--- config.mk ---
export PLATFORM = sky130hd
export DESIGN_NAME = led_seq_ctrl
export DESIGN_NICKNAME = d
export VERILOG_FILES = /design/src/rtl/led_seq_pkg.sv /design/src/rtl/led_seq_ctrl_step_prescaler.sv /design/src/rtl/led_seq_ctrl.sv
export SDC_FILE = /design/constraint.sdc
export NUM_CORES = 1
export LEC_CHECK = 0
export CAP_MARGIN = 15
export CORE_MARGIN = 2
export CORE_UTILIZATION = 59
export CTS_BUF_LIST = sky130_fd_sc_hd__clkbuf_8
export DETAILED_ROUTE_END_ITERATION = 10
export MAX_ROUTING_LAYER = met4
export PLACE_DENSITY_LB_ADDON = 0.25
export REMOVE_ABC_BUFFERS = 1
export SLEW_MARGIN = 20
export SYNTH_ARGS = -nofsm -noshare
export SYNTH_HDL_FRONTEND = slang
export SYNTH_HIERARCHICAL = 1
export SYNTH_SLANG_ARGS = --single-unit
--- constraint.sdc ---
create_clock -name clk -period 4.4 [get_ports clk]
set_input_delay 1.1 -clock clk [delete_from_list [all_inputs] [get_ports clk]]
set_output_delay 1.1 -clock clk [all_outputs]
set_load 0.005 [all_outputs]
--- src/rtl/led_seq_pkg.sv ---
// led_seq_pkg: state and mode encodings shared by the LED sequencer.
package led_seq_pkg;
    typedef enum logic [1:0] {IDLE, RUN, HOLD, DONE} state_t;
    localparam logic [1:0] MODE_ROTL   = 2'b00;
    localparam logic [1:0] MODE_ROTR   = 2'b01;
    localparam logic [1:0] MODE_BOUNCE = 2'b10;
    localparam logic [1:0] MODE_BLINK  = 2'b11;
endpackage

--- src/rtl/led_seq_ctrl_step_prescaler.sv ---
// step_prescaler: step-rate divider; tick flags the terminal count (DIV<<speed)-1,
// the counter only moves while en is high and wraps to 0 on the terminal count.
module step_prescaler #(
    parameter int DIV = 4
) (
    input  logic       clk,
    input  logic       rst,
    input  logic       en,
    input  logic       clr,
    input  logic [1:0] speed,
    output logic       tick
);
    localparam int CW = $clog2(DIV << 3);
    logic [CW-1:0] cnt;
    logic [CW-1:0] term;
    assign term = CW'((DIV << speed) - 1);
    assign tick = cnt == term;
    always_ff @(posedge clk or negedge rst) begin
        if (!rst) cnt <= '0;
        else if (clr) cnt <= '0;
        else if (en) cnt <= tick ? '0 : cnt + 1'b1;
    end
endmodule

--- src/rtl/led_seq_ctrl.sv ---
// led_seq_ctrl: run/pause/stop sequencer driving the LED rotation register,
// with rotate, bounce and blink step patterns and an optional step budget.
module led_seq_ctrl
    import led_seq_pkg::*;
#(
    parameter int               WIDTH         = 16,
    parameter int               CLK_HZ        = 100000000,
    parameter int               STEP_HZ       = 32,
    parameter logic [WIDTH-1:0] RESET_PATTERN = 16'hFFFE
) (
    input  logic             clk,
    input  logic             rst,
    input  logic             start,
    input  logic             stop,
    input  logic             pause,
    input  logic [1:0]       mode,
    input  logic [1:0]       speed,
    input  logic [7:0]       steps,
    input  logic             pattern_load,
    input  logic [WIDTH-1:0] pattern_in,
    output logic [WIDTH-1:0] led,
    output logic             step_tick,
    output logic             busy,
    output logic             done
);
    localparam int DIV = CLK_HZ / STEP_HZ;
    localparam int PW  = $clog2(WIDTH);
    state_t state, nxt;
    logic [1:0] mode_l, speed_l;
    logic [7:0] steps_l, step_cnt;
    logic [PW-1:0] pos, pos_nxt;
    logic dir;
    logic idle, accept, load, tick, adv, last;
    logic [WIDTH-1:0] rotl, rotr, led_nxt;
    assign idle    = state == IDLE || state == DONE;
    assign busy    = state == RUN || state == HOLD;
    assign accept  = idle && start && !stop && !pattern_load;
    assign load    = idle && pattern_load && !stop;
    assign adv     = state == RUN && tick && !stop;
    assign last    = step_tick && steps_l != 8'd0 && step_cnt == steps_l;
    assign rotl    = {led[WIDTH-2:0], led[WIDTH-1]};
    assign rotr    = {led[0], led[WIDTH-1:1]};
    assign pos_nxt = dir ? pos - 1'b1 : pos + 1'b1;
    assign led_nxt = mode_l == MODE_ROTL  ? rotl :
                     mode_l == MODE_ROTR  ? rotr :
                     mode_l == MODE_BLINK ? ~led :
                     dir ? rotr : rotl;
    // a pause on the terminal-count cycle still lets that step wrap the prescaler
    step_prescaler #(.DIV(DIV)) u_pre (
        .clk  (clk),
        .rst  (rst),
        .en   (state == RUN && (!pause || tick)),
        .clr  (accept || stop),
        .speed(speed_l),
        .tick (tick)
    );
    always_comb begin
        nxt = state;
        if (stop) nxt = IDLE;
        else if (accept) nxt = RUN;
        else if (busy && last) nxt = DONE;
        else if (state == RUN && pause) nxt = HOLD;
        else if (state == HOLD && !pause) nxt = RUN;
    end
    always_ff @(posedge clk or negedge rst) begin
        if (!rst) state <= IDLE;
        else state <= nxt;
    end
    always_ff @(posedge clk or negedge rst) begin
        if (!rst) begin
            led       <= RESET_PATTERN;
            mode_l    <= MODE_ROTL;
            speed_l   <= '0;
            steps_l   <= '0;
            step_cnt  <= '0;
            pos       <= '0;
            dir       <= 1'b0;
            step_tick <= 1'b0;
            done      <= 1'b0;
        end else begin
            step_tick <= adv;
            done      <= busy && nxt == DONE;
            if (load) led <= pattern_in;
            if (accept) begin
                mode_l   <= mode;
                speed_l  <= speed;
                steps_l  <= steps;
                step_cnt <= '0;
                pos      <= '0;
                dir      <= 1'b0;
            end else if (adv) begin
                led      <= led_nxt;
                step_cnt <= step_cnt + 1'b1;
                if (mode_l == MODE_BOUNCE) begin
                    pos <= pos_nxt;
                    if (pos_nxt == PW'(WIDTH - 1)) dir <= 1'b1;
                    else if (pos_nxt == '0) dir <= 1'b0;
                end
            end
        end
    end
endmodule

==> flow_summary_export.csv <==
group,metric,value,unit
yosys,ys_ff_latch,70,
finish,nNetsFinal,571,
cts,cts_htree_levels,3,
yosys,yosysWarnings,6,
global_route,grt-ovfl-total,0,
finish,area_growth,16.0,%
place,dp_hpwl,7.45,mm
routing,drt-initial-drc-count,226,
routing,viasPerCell,6.18,
yosys,async_flop_share,100,%
place,gp_congestion,0.898,
yosys,yosys-top-cells-count,"dfrtp_1 (55), nor2_1 (47), nor3_1 (27)",
global_route,grt_first_pass_wirelength,18.2,mm
setup_path,crit_fanout,13,
cts,post-cts-setup-buffer-count,0,
routing,via_count,3920,
global_route,grt_max_degree,50,
timing,fin_crit_sh,81.2,%
routing,wire_per_inst,17.2,um
timing,finalClockSkew,0.00870,ns
yosys,synth_area,0.00466,mm2
power_and_ir_drop,finalPower,2.01,mW
routing,drt_pass1_iterations,4,
hold_path,hold_class,"reg2reg",
timing,rsz0062_at_grt,"no",
setup_path,path_class,"reg2reg",
power_and_ir_drop,irDropWorstVdd,0.193,mV
routing,drc,0,
timing,setup_viol,0,
cts,cts_tree,"done",
yosys,synth_top_area_share,29.5,%
global_route,globalRouteTotalUtil,27.2,%
yosys,synthTopCellsByArea,"dfrtp_1 (30%), dfstp_2 (8.5%), mux2_2 (6.3%)",
timing,whs,0.536,ns
cts,clk_root_buffer_cell,"clkbuf_8",
power_and_ir_drop,leakage,2.13,nW
finish,num_antenna_cells,0,
cts,path_clk_slew,0.08,ns
die,die_area,0.00862,mm2
timing,worst_pin_slew,0.920,ns
cts,post_cts_resized,0,
yosys,synthCells,494,
cts,numCtsBuffers,9,
cts,clock-sinks,70,
cts,cts_buffer_depth,2,
power_and_ir_drop,powerDensity,371,mW/mm2
finish,final_core_util,70.3,%
yosys,synthFlopType,"dfrtp_1",
finish,layout-drive-gt1-share,14.8,%
global_route,antenna_found_initial,0,
die,die_h,92.9,um
routing,wl,10.9,mm
cts,holdBufCountCts,0,
setup_path,r2r_setup_slack,0.83,ns
die,dieWidth,92.9,um
run_status,status,"finished, final reports clean",
yosys,yosysMostFrequentCell,"dfrtp_1",
timing,timing.fmax,0.280,GHz
place,io_buffers,52,
yosys,synth-edff-count,0,
yosys,yosys.cell_types.count,61,
die,rows,32,
yosys,yosys.area.top_type,"dfrtp_1",
timing,period_needed,3.57,ns
setup_path,crit_required,4.66,ns
die,io_pins,53,
yosys,ys_seq_area_share,38.0,%
setup_path,cp-start-kind,"register",
setup_path,end_kind,"register",
die,core_area,0.00769,mm2
timing,drv_slew,0,
job,drv_cap,0,
timing,finalHoldViolCount,0,
global_route,grt_pass1_vias,3751,
yosys,avgSynthCellArea,9.43,um2
cts,insertion_delay,0.36,ns
routing,ant_nets,0,
timing,slew-limit-headroom,38.7,%
setup_path,cp.arrival,3.84,ns
die,initial_core_util,60.6,%
[final timing paths]
check	cells past startpoint	to	from
hold / removal	1	steps_l[4]$_DFFE_PN0P_	steps_l[4]$_DFFE_PN0P_
min in group asynchronous	1	pos[3]$_DFFE_PN0P_	rst
setup reg to reg	15	u_pre/cnt[19]$_DFFE_PN0P_	speed_l[1]$_DFFE_PN0P_
max in group asynchronous	2	led[12]$_DFF_PN1_	rst
setup / recovery	15	u_pre/cnt[19]$_DFFE_PN0P_	speed_l[1]$_DFFE_PN0P_
hold reg to reg	1	steps_l[4]$_DFFE_PN0P_	steps_l[4]$_DFFE_PN0P_
[critical path, cell delays in order, from the launching register on]
cell and delay (ns):
dfrtp_1 0.52, nor2_1 0.20, inv_1 0.10, ha_1 0.30
xnor2_1 0.13, nor4_1 0.26, nand3_1 0.11, nor2_1 0.10
and4_1 0.26, inv_1 0.07, a21boi_2 0.34, and3_1 0.28
nand3_2 0.21, nor3_1 0.30, xnor2_1 0.10, a211oi_1 0.20
[sequential cells by signal (all words and copies together), names as in the netlist]
name,count
done,1
step_cnt,8
step_tick,1
mode_l,2
dir,1
state,2
u_pre/cnt,25
steps_l,8
led,16
pos,4
speed_l,2
[stage by stage]
stage	setup TNS, ns	area (um2)	setup WS (ns)	instances
after CTS	0	5400	0.848	634
after floorplan	-4.82	4460	-0.391	458
after global routing	0	5400	0.454	634
after global placement	0	5160	0.993	618
after detailed placement	0	5160	0.882	618
final	0	5400	0.826	634
[placed cells by master (no fill, tap or decap), drive strengths merged, types with 4 or more instances in the layout]
master,n
or2,4
mux2,28
clkdlybuf4s50,51
mux2i,4
nand3,14
nor2,47
a31oi,4
a21oi,26
ha,9
o2bb2ai,15
a221oi,14
nand3b,4
buf,7
nand2,20
nor3,28
a211oi,23
nor2b,16
nor4,10
dfrtp,55
dfstp,15
nand4,10
nand2b,8
xor2,18
xnor2,21
and4,5
clkbuf,9
o21ai,11
and3,4
inv,21
[area by class of cell]
class,count,area [um2]
Multi-Input combinational cell,368,2620
Fill cell,620,2280
Sequential cell,70,1770
Timing Repair Buffer,58,561
Tap cell,102,128
Clock buffer,9,124
Clock inverter,7,121
Inverter,20,77.6
[report_power, final]
part           leakage (nW)  switching (mW)  internal [mW]
Sequential            0.899          0.0950          0.732
Combinational          1.11           0.250          0.276
Clock                 0.124           0.274          0.379
Total                  2.13           0.619           1.39
[metal layers]
layer,track usage [%],up-vias,share of wire (%)
met5,-,-,0
met4,12.0,0,2.3
met3,3.17,20,4.4
met2,42.6,107,49
met1,35.8,1922,44
li1,-,1871,-
[logic make-up after synthesis]
family,count (synthesis),synth area share [%]
AOI/OAI and AO/OA,109,16.6
xor gates and xnor gates,39,7.33
adders and majority gates,10,2.85
buffers and inverters,56,5.85
DFF,70,38.0
muxes,32,7.63
and+or+nand+nor,178,21.8
Note: power is estimated with default switching activity, not from simulation.
